`config.mk`:
```
export PLATFORM = sky130hd
export DESIGN_NAME = int_divider
export DESIGN_NICKNAME = d
export VERILOG_FILES = /design/src/rtl/int_divider_pkg.sv /design/src/rtl/int_divider_step.sv /design/src/rtl/int_divider.sv
export SDC_FILE = /design/constraint.sdc
export NUM_CORES = 1
export LEC_CHECK = 0
export ABC_AREA = 1
export BUFFER_PORTS_ARGS = -buffer_cell sky130_fd_sc_hd__buf_2
export CORE_AREA = 4 4 217 219
export CTS_BUF_LIST = sky130_fd_sc_hd__clkbuf_8
export DETAILED_ROUTE_END_ITERATION = 8
export DIE_AREA = 0 0 221 223
export GPL_ROUTABILITY_DRIVEN = 0
export GPL_TIMING_DRIVEN = 1
export PLACE_DENSITY = 0.58
export SKIP_CTS_REPAIR_TIMING = 1
export SYNTH_ARGS = -nofsm -noshare
export SYNTH_HDL_FRONTEND = slang
export SYNTH_SLANG_ARGS = --single-unit
```
`constraint.sdc`:
```
create_clock -name clk -period 3.66 [get_ports clk]
set_input_delay 0.366 -clock clk [delete_from_list [all_inputs] [get_ports clk]]
set_output_delay 0.366 -clock clk [all_outputs]
set_load 0.05 [all_outputs]
```
`src/rtl/int_divider_pkg.sv`:
```
// Shared helpers for the radix-2 signed integer divider.
package int_divider_pkg;

    // Bits needed to hold a step count running from w down to 0.
    function automatic int cnt_w(input int w);
        return $clog2(w + 1);
    endfunction

endpackage

```
`src/rtl/int_divider_step.sv`:
```
// One restoring shift-subtract step on unsigned magnitudes.
module int_divider_step
    import int_divider_pkg::*;
#(
    parameter int WIDTH = 32
) (
    input  logic [WIDTH-1:0] rem,
    input  logic [WIDTH-1:0] quo,
    input  logic [WIDTH-1:0] dvs,
    output logic [WIDTH-1:0] rem_n,
    output logic [WIDTH-1:0] quo_n
);

    logic [WIDTH:0] shifted;
    logic [WIDTH:0] trial;

    always_comb begin
        shifted = {rem, quo[WIDTH-1]};
        trial   = shifted - {1'b0, dvs};
        rem_n   = trial[WIDTH] ? shifted[WIDTH-1:0] : trial[WIDTH-1:0];
        quo_n   = {quo[WIDTH-2:0], ~trial[WIDTH]};
    end

endmodule

```
`src/rtl/int_divider.sv`:
```
// Sequential radix-2 signed divider serving idiv/irem; one step per clock.
module int_divider
    import int_divider_pkg::*;
#(
    parameter int WIDTH = 32
) (
    input  logic             clk,
    input  logic             rst,
    input  logic [WIDTH-1:0] x,
    input  logic [WIDTH-1:0] y,
    output logic             busy,
    output logic             z,
    output logic [WIDTH-1:0] q,
    output logic [WIDTH-1:0] r
);

    localparam int CW = cnt_w(WIDTH);

    typedef enum logic [1:0] {LOAD, RUN, DONE} state_t;

    state_t           state, state_n;
    logic             sign_q, sign_q_n;
    logic             sign_r, sign_r_n;
    logic [WIDTH-1:0] dvs, dvs_n;
    logic [WIDTH-1:0] rem, rem_n;
    logic [WIDTH-1:0] quo, quo_n;
    logic [CW-1:0]    cnt, cnt_n;
    logic             busy_n, z_n;
    logic [WIDTH-1:0] q_n, r_n;
    logic [WIDTH-1:0] step_rem, step_quo;
    logic [WIDTH-1:0] abs_x, abs_y;

    int_divider_step #(.WIDTH(WIDTH)) u_step (
        .rem   (rem),
        .quo   (quo),
        .dvs   (dvs),
        .rem_n (step_rem),
        .quo_n (step_quo)
    );

    // Two's-complement negation also maps -2^(W-1) onto its unsigned magnitude.
    assign abs_x = x[WIDTH-1] ? -x : x;
    assign abs_y = y[WIDTH-1] ? -y : y;

    always_ff @(posedge clk or negedge rst) begin
        if (!rst) begin
            state  <= LOAD;
            sign_q <= 1'b0;
            sign_r <= 1'b0;
            dvs    <= '0;
            rem    <= '0;
            quo    <= '0;
            cnt    <= '0;
            busy   <= 1'b1;
            z      <= 1'b0;
            q      <= '0;
            r      <= '0;
        end else begin
            state  <= state_n;
            sign_q <= sign_q_n;
            sign_r <= sign_r_n;
            dvs    <= dvs_n;
            rem    <= rem_n;
            quo    <= quo_n;
            cnt    <= cnt_n;
            busy   <= busy_n;
            z      <= z_n;
            q      <= q_n;
            r      <= r_n;
        end
    end

    always_comb begin
        state_n  = state;
        sign_q_n = sign_q;
        sign_r_n = sign_r;
        dvs_n    = dvs;
        rem_n    = rem;
        quo_n    = quo;
        cnt_n    = cnt;
        busy_n   = busy;
        z_n      = z;
        q_n      = q;
        r_n      = r;
        unique case (state)
            LOAD: begin
                sign_q_n = x[WIDTH-1] ^ y[WIDTH-1];
                sign_r_n = x[WIDTH-1];
                dvs_n    = abs_y;
                quo_n    = abs_x;
                rem_n    = '0;
                cnt_n    = CW'(WIDTH);
                if (y == '0) begin
                    state_n = DONE;
                    busy_n  = 1'b0;
                    z_n     = 1'b1;
                    q_n     = '1;
                    r_n     = x;
                end else begin
                    state_n = RUN;
                end
            end
            RUN: begin
                rem_n = step_rem;
                quo_n = step_quo;
                cnt_n = cnt - 1'b1;
                if (cnt == CW'(1)) begin
                    state_n = DONE;
                    busy_n  = 1'b0;
                    z_n     = 1'b0;
                    q_n     = sign_q ? -step_quo : step_quo;
                    r_n     = sign_r ? -step_rem : step_rem;
                end
            end
            DONE: begin
            end
            default: state_n = LOAD;
        endcase
    end

endmodule

```
==> results by group, run 1 <==
Outcome
  – Status: finished clean

Final layout
  – Layout Utilization: 0.3632
  – Final nets: 2425
  – Fillcell total: 4909
  – Share of post-route cells with drive strength above 1: 0.1749
  – Register area: 0.004305 mm2
  – Area occupied by multi-input gates: 0.007784 mm2
  – Post-Layout Cell Count: 2934
  – Syn-to-layout area delta: 21.93%

Critical path
  – CP Max Fanout: 3
  – CP Buf/Inv Count: 6
  – Crit path DAT: 4060 ps
  – CP Launch Type: flip-flop
  – CP Capture Type: flip-flop
  – CP Data Required Time: 4070 ps
  – Slowest stage delay, CP: 410 ps
  – Top cell family by delay on the critical path: simple AND/OR/NAND/NOR gates
  – Worst path slowest cell: fa_2
  – Reg-to-reg setup timing slack: 10 ps
  – Worst Setup Path Type: flip-flop to flip-flop

Clock tree
  – Root Driver: clkbuf_8
  – TritonCTS buffer count: 17
  – CTS tree: yes
  – Clock buffer depth: 2
  – Clock tree sinks: 172
  – Worst-Skew Late Latency: 520 ps
  – H-tree lvl count: 4
  – Reg clk slew, reported paths: 110 ps

Logic synthesis
  – Post-Syn Instances: 2091
  – Mean area per synthesized cell: 6.424 um2
  – Most common cell in the synthesized netlist: nand2_1
  – YS warnings: 0
  – Synth Flop Type: dfrtp_1
  – Top-area cell type share of the netlist area: 0.3186
  – Area leader, netlist: dfrtp_1
  – Post-synth ARST share: 1.000
  – #FFs+latches synth: 172
  – Most frequent cells after synthesis: nand2_1, inv_1, nor2_1
  – Cell variety after synth: 59
  – Post-synthesis cell area: 0.01343 mm2
  – Part of the Yosys area used for sequential elements: 0.3205
  – Top cells by area, synth: dfrtp_1, nand2_1, inv_1, nor2_1, nand3_1
  – Syn_nets: 2196
  – Number of flops mapped to enable cells by yosys: 0

Timing
  – Max Freq: 0.2740 GHz
  – Max-slew headroom: 0.4505
  – Final Slew Violations: 0
  – Actual slew at the worst max-slew pin: 824.3 ps
  – Final setup vio count: 0
  – Final min period: 3650 ps
  – Hold Violations, Final: 0
  – Unrepaired setup endpoints after global routing: yes
  – Clock Skews: 26.63 ps
  – Final worst slack: 10.10 ps
  – Hold slack final: 179.0 ps
  – Final period util: 0.9972

Routing
  – Initial drt markers: 1209
  – Routed vias/inst: 4.973
  – DRT Pass-1 Iters: 6
  – DRC viols: 0
  – WL per Instance: 16.43 um
  – Remaining antenna violation count: 0
  – Total wire length: 48200 um
  – Via total after detailed routing: 14590

Die
  – Die area: 0.04928 mm2
  – I/O pin count: 132
  – Die height: 223 um
  – Initial core utilization: 0.2979
  – Core Region: 0.04509 mm2
  – Die W: 221 um
  – Num rows: 78

Place
  – Placed cells: 2890
  – DPL Wire Length: 37190 um
  – PortBufs: 131
  – Pre-CTS setup slack: -170.9 ps

Global route
  – Vias in the first global route: 14090
  – GRT Resource Usage Total: 0.1902
  – Largest net degree at the start of global routing: 88
  – Initial antenna violation count: 2
  – Overall overflow remaining after global route: 0
  – Global-route wire length before repair: 76100 um

Power and ir drop
  – Power Density: 1047 mW/mm2
  – Worst vdd ir: 447.8 uV
  – Leak pwr: 8.530 nW

Job
  – Max Cap Viol: 0

Hold path
  – HP Class: input port to flip-flop
-- through the flow --
stage | setup TNS [ps] | instance area (um2) | total power, W
5_1_grt | -2381 | 16380 | 0.01859
4_1_cts | -685.2 | 16060 | 0.01652
6_report | 0 | 16380 | 0.01714
3_3_place_gp | -217.0 | 15630 | 0.01476
2_1_floorplan | 0 | 13440 | 0.01089
3_5_place_dp | -652.7 | 15630 | 0.01489
-- worst reg2reg max path, delay by kind of cell, from the launching register on --
kind                       cells  cell delay, ps
AOI/OAI and AO/OA              2             270
adders and majority gates      3             680
buffers and inverters          6             490
DFF                            1             390
and+or+nand+nor               16            1730
-- registers in the layout (all words and copies together), names as in the netlist --
signal / cells
q: 32
busy: 1
rem: 32
state: 2
quo: 32
sign_r: 1
cnt: 6
sign_q: 1
z: 1
r: 32
dvs: 32
-- area by class of cell --
cell class                      count  area share
Multi-Input combinational cell   1525      0.4753
Tap cell                          600     0.04584
Clock inverter                     15     0.01238
Timing Repair Buffer              282      0.1154
Antenna cell                        1   0.0001528
Clock buffer                       17     0.01429
Inverter                          322     0.07380
Sequential cell                   172      0.2629
-- where the power goes --
part           total, W  leakage [nW]  internal, W  switching [W]
clock network   0.00157         0.223     0.000703       0.000865
logic            0.0122          6.25      0.00431        0.00784
registers       0.00342          2.06      0.00270       0.000714
total            0.0171          8.53      0.00772        0.00942
-- metal layers --
metal	up-vias	GRT usage	part of all wire
met2	461	0.3149	0.47
met4	2	0.07872	0.040
li1	7186	-	-
met1	6836	0.2503	0.45
met3	105	0.02737	0.046
met5	-	0	0.00025
-- cell families (layout without fill, tap and decap cells) --
kind of cell               after synthesis  after routing  share of synthesized area
and+or+nand+nor                       1113           1113                     0.3530
buffers and inverters                  395            636                     0.1157
AOI/OAI and AO/OA                      323            324                     0.1420
DFF                                    172            172                     0.3205
xor gates and xnor gates                49             49                    0.03195
adders and majority gates               39             39                    0.03689
other                                    0              1                          0
-- placed cells by master (no fill, tap or decap), drive strengths merged, types with 2 or more instances in the layout --
master  Yosys  routed
a211oi      2       2
a21o        3       3
a21oi      69      69
a221oi      2       2
a22oi       7       7
a31oi      22      22
a41oi       5       5
and2        4       4
buf        23     280
bufinv      0       3
clkbuf     49      18
clkinv      1       3
dfrtp     171     171
ha         38      38
inv       321     330
nand2     655     655
nand3     143     143
nand3b     10      10
nand4      31      31
nor2      216     216
nor3       33      33
nor4       10      10
o211ai     22      22
o21ai     144     144
o21bai      6       7
o221ai     10      10
o22a        2       2
o22ai      16      16
o31ai       7       7
o32ai       2       2
or2         5       5
or3         3       3
or4         2       2
xnor2      14      14
xor2       35      35
-- final timing paths --
kind,startpoint,to,cells past startpoint
worst max-delay path,quo[31]$_DFFE_PN0N_,q[26]$_DFFE_PN0P_,27
worst min-delay path,y[13],dvs[13]$_DFFE_PN0P_,3
worst max register to register,quo[31]$_DFFE_PN0N_,q[26]$_DFFE_PN0P_,27
worst min register to register,busy$_DFFE_PN1P_,busy$_DFFE_PN1P_,2
max in group asynchronous,rst,q[16]$_DFFE_PN0P_,3
min in group asynchronous,rst,q[31]$_DFFE_PN0P_,2
No activity file was read; power rests on OpenSTA's default activity.
==> run 2, diff against run 1 <==
ABC_AREA = unset   (was 1)
BUFFER_PORTS_ARGS = unset   (was -buffer_cell sky130_fd_sc_hd__buf_2)
CORE_AREA = 4 4 207 209   (was 4 4 217 219)
DIE_AREA = 0 0 211 213   (was 0 0 221 223)
DONT_BUFFER_PORTS = 1   (was unset)
PLACE_DENSITY = 0.56   (was 0.58)
==> run 2 against run 1 <==
Effect of this change:
- the run now ends with negative hold slack, negative setup slack left
- synthesized cell count fell by 27%
- clock skew rose by 1.9 ps
- count of clock-buffer cells in the layout rose by 1
- cell count fell by 23%
- die area fell by 8.8%
- final area fell by 5.6%
- sequential share of layout area rose by 1.6 points
- maximum frequency fell by 15%
- critical path type unchanged
- critical endpoint is now r[26]$_DFFE_PN0P_
==> results by group, run 2 <==
Outcome
  – Status: finished with violations
  – Failing checks: negative hold slack, negative setup slack

Critical path
  – Crit path DAT: 4720 ps (+660 ps)
  – CP Data Required Time: 4080 ps (about the same)
  – R2r startpoint: quo[31]$_DFFE_PN0N_
  – Crit path capture: r[26]$_DFFE_PN0P_
  – CP Launch Type: flip-flop
  – Reg2Reg Capture Point: r[26]$_DFFE_PN0P_
  – CP Capture Type: flip-flop
  – Worst Setup Path Type: flip-flop to flip-flop
  – CP Max Fanout: 6 (+3)
  – Setup crit start: quo[31]$_DFFE_PN0N_
  – FF-to-FF path depth: 21 (-22%)
  – Reg-to-reg setup timing slack: -640 ps (-650 ps)

Place
  – DPL Wire Length: 30540 um (-18%)
  – Placed inst area: 0.01432 mm2 (-8.4%)
  – PortBufs: 0 (-100%)

Global route
  – Global-route wire length before repair: 61150 um (-20%)
  – Overall overflow remaining after global route: 0 (unchanged)
  – Met1 usage in global routing: 0.2441 (-0.006158)
  – Met3 usage: 0.03952 (+0.01216)
  – Most used routing layer: met2
  – Met2 Usage GRT: 0.2656 (-0.04930)
  – GRT Resource Usage Total: 0.1702 (-0.02006)
  – Initial antenna violation count: 0 (-2)
  – Vias in the first global route: 10860 (-23%)
  – Largest net degree at the start of global routing: 173 (+97%)

Clock tree
  – Worst-Skew Late Latency: 490 ps (-30 ps)
  – Clock tree sinks: 172 (unchanged)
  – H-tree lvl count: 4 (unchanged)
  – Clock buffer depth: 2 (unchanged)
  – Root Driver: clkbuf_8
  – Reg clk slew, reported paths: 110 ps (about the same)
  – TritonCTS buffer count: 17 (unchanged)
  – CTS tree: yes

Routing
  – WL per Instance: 17.87 um (+8.8%)
  – Routed vias/inst: 5.176 (+4.1%)
  – Remaining antenna violation count: 0 (unchanged)
  – Initial drt markers: 718 (-41%)
  – Total wire length: 40250 um (-16%)
  – DRC viols: 0 (unchanged)
  – DRT Pass-1 Iters: 7 (+1)
  – Via total after detailed routing: 11660 (-20%)

Logic synthesis
  – Post-synth ARST share: 1.000 (unchanged)
  – Synth Flop Type: dfrtp_1
  – Most frequent cells after synthesis: nand2_1, o21ai_0, dfrtp_1
  – Number of flops mapped to enable cells by yosys: 0 (unchanged)
  – Top cells by area, synth: dfrtp_1, xor2_1, o21ai_0, nand2_1, a21oi_1
  – Post-synthesis cell area: 0.01224 mm2 (-8.9%)
  – Syn_nets: 1628 (-26%)
  – Mean area per synthesized cell: 8.037 um2 (+25%)
  – Adder-cell area share of the yosys netlist: 0.04048 (+0.003590)
  – Simple-Gate Fraction of Synth Area: 0.1977 (-0.1553)
  – Post-Synth XOR/XNOR Area: 0.09517 (+0.06321)
  – Cell variety after synth: 77 (+31%)
  – Post-Syn Instances: 1523 (-27%)
  – YS warnings: 0 (unchanged)
  – Synth Area in Compound Gates: 0.2308 (+0.08884)
  – Part of the Yosys area used for sequential elements: 0.3517 (+0.03119)
  – #FFs+latches synth: 172 (unchanged)
  – Largest family of logic cells by synthesized area: compound AO/OA/AOI/OAI gates
  – Most common cell in the synthesized netlist: nand2_1
  – Top-area cell type share of the netlist area: 0.3496 (+0.03100)
  – Multiplexer share of the synthesized area: 0.03751 (+0.03751)
  – Area leader, netlist: dfrtp_1

Die
  – Die height: 213 um (-4.5%)
  – Core Region: 0.04083 mm2 (-9.4%)
  – Initial core utilization: 0.2998 (+0.001883)
  – Die W: 211 um (-4.5%)
  – I/O pin count: 132 (unchanged)
  – Die area: 0.04494 mm2 (-8.8%)
  – Num rows: 74 (-5.1%)

Final layout
  – Final nets: 1812 (-25%)
  – Design area: 0.01546 mm2 (-5.6%)
  – Commonest non-fill, non-tap cell in the layout: buf_4
  – Share of post-route cells with drive strength above 1: 0.2279 (+0.05302)
  – Syn-to-layout area delta: 26.27%
  – ANT cells: 0 (-1)
  – Most frequent cells in the layout: buf_4, nand2_1, o21ai_0, dfrtp_1, nor2_1

Timing
  – Unrepaired setup endpoints after global routing: yes
  – Final setup vio count: 28 (+28)
  – Final Slew Violations: 0 (unchanged)
  – Final period util: 1.174 (+0.1772)
  – Hold Violations, Final: 172 (+172)
  – Hold slack final: -426.7 ps (-605.6 ps)
  – Max-slew headroom: 0.06965 (-0.3808)
  – Actual slew at the worst max-slew pin: 1396 ps (+571.3 ps)
  – Clock Skews: 28.50 ps (+1.870 ps)
  – Final worst slack: -638.5 ps (-648.6 ps)
  – Max Freq: 0.2326 GHz (-15%)
  – Final min period: 4298 ps (+648.6 ps)

Hold path
  – HP Class: input port to async pin

Job
  – Max Cap Viol: 0 (unchanged)
## run 2: final cells by class
cell class                      count  area, um2
Clock buffer                       18      247.7
Fill cell                        4151      25380
Tap cell                          532      665.6
Sequential cell                   172       4308
Clock inverter                     14      133.9
Multi-Input combinational cell   1212       7844
Inverter                           51      198.9
Timing Repair Buffer              253       2058
## run 2: worst min path at each step
| stage | slack [ps] | from | depth (start not counted) | to |
|---|---|---|---|---|
| floorplan | 70 | rst | 0 | cnt[0]$_DFFE_PN0N_ |
| global route | -470 | rst | 0 | q[9]$_DFFE_PN0P_ |
| finish | -430 | rst | 0 | q[9]$_DFFE_PN0P_ |
| global placement | 80 | rst | 0 | q[9]$_DFFE_PN0P_ |
| detailed placement | 80 | rst | 0 | q[9]$_DFFE_PN0P_ |
| CTS | -470 | rst | 0 | quo[8]$_DFFE_PN0N_ |
## run 2: kinds of logic (layout without fill, tap and decap cells)
kind of cell             Yosys count  count (layout)
AND/OR/NAND/NOR                  520             520
AO/OA/AOI/OAI                    475             475
flip-flops                       172             172
buffers and inverters            139             336
XOR/XNOR                         133             133
multiplexers                      45              45
adder cells (fa/ha/maj)           39              39
## run 2: worst max-delay path, cell delays in order, from the launching register on
cell and delay, ps:
dfrtp_1 400, inv_1 60, ha_2 180, inv_2 50
fa_2 360, a211oi_4 240, nor3_2 80, o2111ai_2 240
nand2_2 90, a221o_1 320, and2_4 190, inv_8 70
mux2i_4 230, ha_2 210, nand2_1 50, or4_4 440
inv_2 90, a41oi_4 160, o41ai_2 380, xor2_1 190
nand2_1 80, a21oi_2 140
## run 2: routing by layer
metal  up-vias  part of all wire
li1       5775                 -
met5         -                 0
met3        33             0.069
met1      5538              0.48
met2       310              0.44
met4         0             0.013
## run 2: per-stage QoR
| step | cells | utilization | hold slack (ps) | TNS [ps] | setup slack [ps] |
|---|---|---|---|---|---|
| 2_1_floorplan | 1523 | - | 70.41 | -10900 | -880.9 |
| 3_3_place_gp | 2186 | 0.3506 | 76.31 | -10930 | -557.0 |
| 3_5_place_dp | 2186 | 0.3506 | 75.83 | -14870 | -687.9 |
| 4_1_cts | 2218 | 0.3600 | -474.9 | -15380 | -686.6 |
| 5_1_grt | 2252 | 0.3785 | -472.5 | -15870 | -858.5 |
| 6_report | 2252 | 0.3785 | -426.7 | -7963 | -638.5 |
Power of run 2 is left out: the tool's default activity adds up to more than one toggle a clock period on the data nets, which glitch-free logic cannot reach.
==> run 3, diff against run 2 <==
SETUP_SLACK_MARGIN = 0.1   (was unset)
==> run 3 against run 2 <==
Effect of this change:
- cell count is 0.44% lower
- routed wire length is 1.3% lower
- register-to-register slack worse by 30 ps
- final area is 1.6% lower
- hold slack worse by 32 ps
- critical path depth stayed put
- first-iteration DRC count is 1.1% higher
- the flow still finishes with violations (negative hold slack, negative setup slack)
==> results by group, run 3 (same netlist as run 2, synthesis figures left out) <==
Final layout
  – Commonest non-fill, non-tap cell in the layout: buf_4
  – Layout Utilization: 0.3724 (-0.006129)
  – Area occupied by multi-input gates: 0.007755 mm2 (-1.1%)
  – Share of post-route cells with drive strength above 1: 0.2118 (-0.01609)
  – Register area: 0.004308 mm2 (unchanged)
  – Syn-to-layout area delta: 24.23%
  – Most frequent cells in the layout: buf_4, nand2_1, o21ai_0, dfrtp_1, nor2_1
  – Fillcell total: 4188 (+0.89%)
  – Final nets: 1801 (-0.61%)

Timing
  – Unrepaired setup endpoints after global routing: yes
  – Hold slack final: -458.3 ps (-31.68 ps)
  – Final setup vio count: 29 (+3.6%)
  – Final period util: 1.183 (+0.008092)
  – Max Freq: 0.2310 GHz (-0.68%)
  – Hold Violations, Final: 172 (unchanged)
  – Max-slew headroom: 0.1547 (+0.08501)
  – Final min period: 4328 ps (+29.62 ps)
  – Final Slew Violations: 0 (unchanged)
  – Final worst slack: -668.1 ps (-29.62 ps)
  – Clock Skews: 23.25 ps (-5.249 ps)
  – Actual slew at the worst max-slew pin: 1268 ps (-127.5 ps)

Global route
  – Vias in the first global route: 10950 (+0.78%)
  – Initial antenna violation count: 1 (+1)
  – GRT Resource Usage Total: 0.1737 (+0.003474)
  – Global-route wire length before repair: 62250 um (+1.8%)
  – Overall overflow remaining after global route: 0 (unchanged)
  – Largest net degree at the start of global routing: 173 (unchanged)

Critical path
  – CP Capture Type: flip-flop
  – Setup crit start: quo[31]$_DFFE_PN0N_
  – R2r startpoint: quo[31]$_DFFE_PN0N_
  – Crit path DAT: 4770 ps (+50 ps)
  – Reg-to-reg setup timing slack: -670 ps (-30 ps)
  – CP Launch Type: flip-flop
  – Worst Setup Path Type: flip-flop to flip-flop
  – CP Data Required Time: 4100 ps (+20 ps)
  – FF-to-FF path depth: 21 (unchanged)
  – CP Max Fanout: 5 (-1)
  – Reg2Reg Capture Point: r[26]$_DFFE_PN0P_

Routing
  – Total wire length: 39730 um (-1.3%)
  – Remaining antenna violation count: 0 (unchanged)
  – DRC viols: 0 (unchanged)
  – Routed vias/inst: 5.127 (-0.95%)
  – Via total after detailed routing: 11490 (-1.4%)
  – DRT Pass-1 Iters: 7 (unchanged)
  – WL per Instance: 17.72 um (-0.86%)
  – Initial drt markers: 726 (+1.1%)

Die
  – Die area: 0.04494 mm2 (unchanged)
  – I/O pin count: 132 (unchanged)
  – Num rows: 74 (unchanged)
  – Initial core utilization: 0.2998 (unchanged)
  – Die height: 213 um (unchanged)
  – Core Region: 0.04083 mm2 (unchanged)
  – Die W: 211 um (unchanged)

Clock tree
  – Worst-Skew Late Latency: 510 ps (+20 ps)
  – Clock buffer depth: 2 (unchanged)
  – Clock tree sinks: 172 (unchanged)
  – H-tree lvl count: 4 (unchanged)
  – Root Driver: clkbuf_8
  – Reg clk slew, reported paths: 110 ps (about the same)
  – TritonCTS buffer count: 17 (unchanged)
  – CTS tree: yes

Place
  – PortBufs: 0 (unchanged)
  – DPL Wire Length: 30400 um (-0.48%)

Hold path
  – HP Class: input port to async pin

Outcome
  – Status: finished with violations
  – Failing checks: negative hold slack, negative setup slack

Job
  – Max Cap Viol: 0 (unchanged)
-- run 3: per-layer routing --
| layer | vias to the layer above | wire length [um] | share of wire | GRT usage |
|---|---|---|---|---|
| met5 | - | 0 | 0 | 0 |
| met4 | 0 | 545 | 0.014 | 0.03577 |
| met3 | 27 | 2768 | 0.070 | 0.04614 |
| met2 | 309 | 17180 | 0.43 | 0.2628 |
| met1 | 5391 | 19240 | 0.48 | 0.2506 |
| li1 | 5767 | - | - | - |
-- run 3: through the flow --
stage               instance area [um2]  TNS, ps  instances  hold WS [ps]  setup slack [ps]
CTS                               14740   -14620       2220        -486.6            -680.5
floorplan                         12360   -10900       1523         70.41            -880.9
global placement                  14340    -9346       2188         75.95            -529.4
detailed placement                14340   -13200       2188         76.62            -645.6
global route                      15210   -15420       2242        -499.5            -850.5
finish                            15210    -9366       2242        -458.3            -668.1
-- run 3: worst max path at each step --
stage / slack, ps / endpoint
3_3_place_gp: -530 / r[28]$_DFFE_PN0P_
4_1_cts: -680 / r[26]$_DFFE_PN0P_
5_1_grt: -850 / r[26]$_DFFE_PN0P_
2_1_floorplan: -880 / r[26]$_DFFE_PN0P_
6_report: -670 / r[26]$_DFFE_PN0P_
3_5_place_dp: -650 / r[28]$_DFFE_PN0P_
-- run 3: cell type report --
type,instances,share of cell area
multi-input combinational,1212,0.5100
sequential,172,0.2833
timing repair buffer,242,0.1238
tap,532,0.04378
clock buffer,17,0.01539
inverter,51,0.01308
clock inverter,15,0.01053
antenna,1,0.0001646
-- run 3: worst max-delay path, stage by stage, from the launching register on --
cell and delay [ps]:
dfrtp_1 400, inv_1 60, ha_2 180, inv_2 50
fa_2 370, a211oi_4 250, nor3_2 90, o2111ai_2 240
nand2_2 90, a221o_1 320, and2_4 170, inv_8 70
mux2i_4 220, ha_2 210, nand2_1 50, or4_4 430
inv_2 80, a41oi_4 170, o41ai_2 390, xor2_1 170
nand2_1 70, a21oi_1 160
Power of run 3 is left out for the same reason.
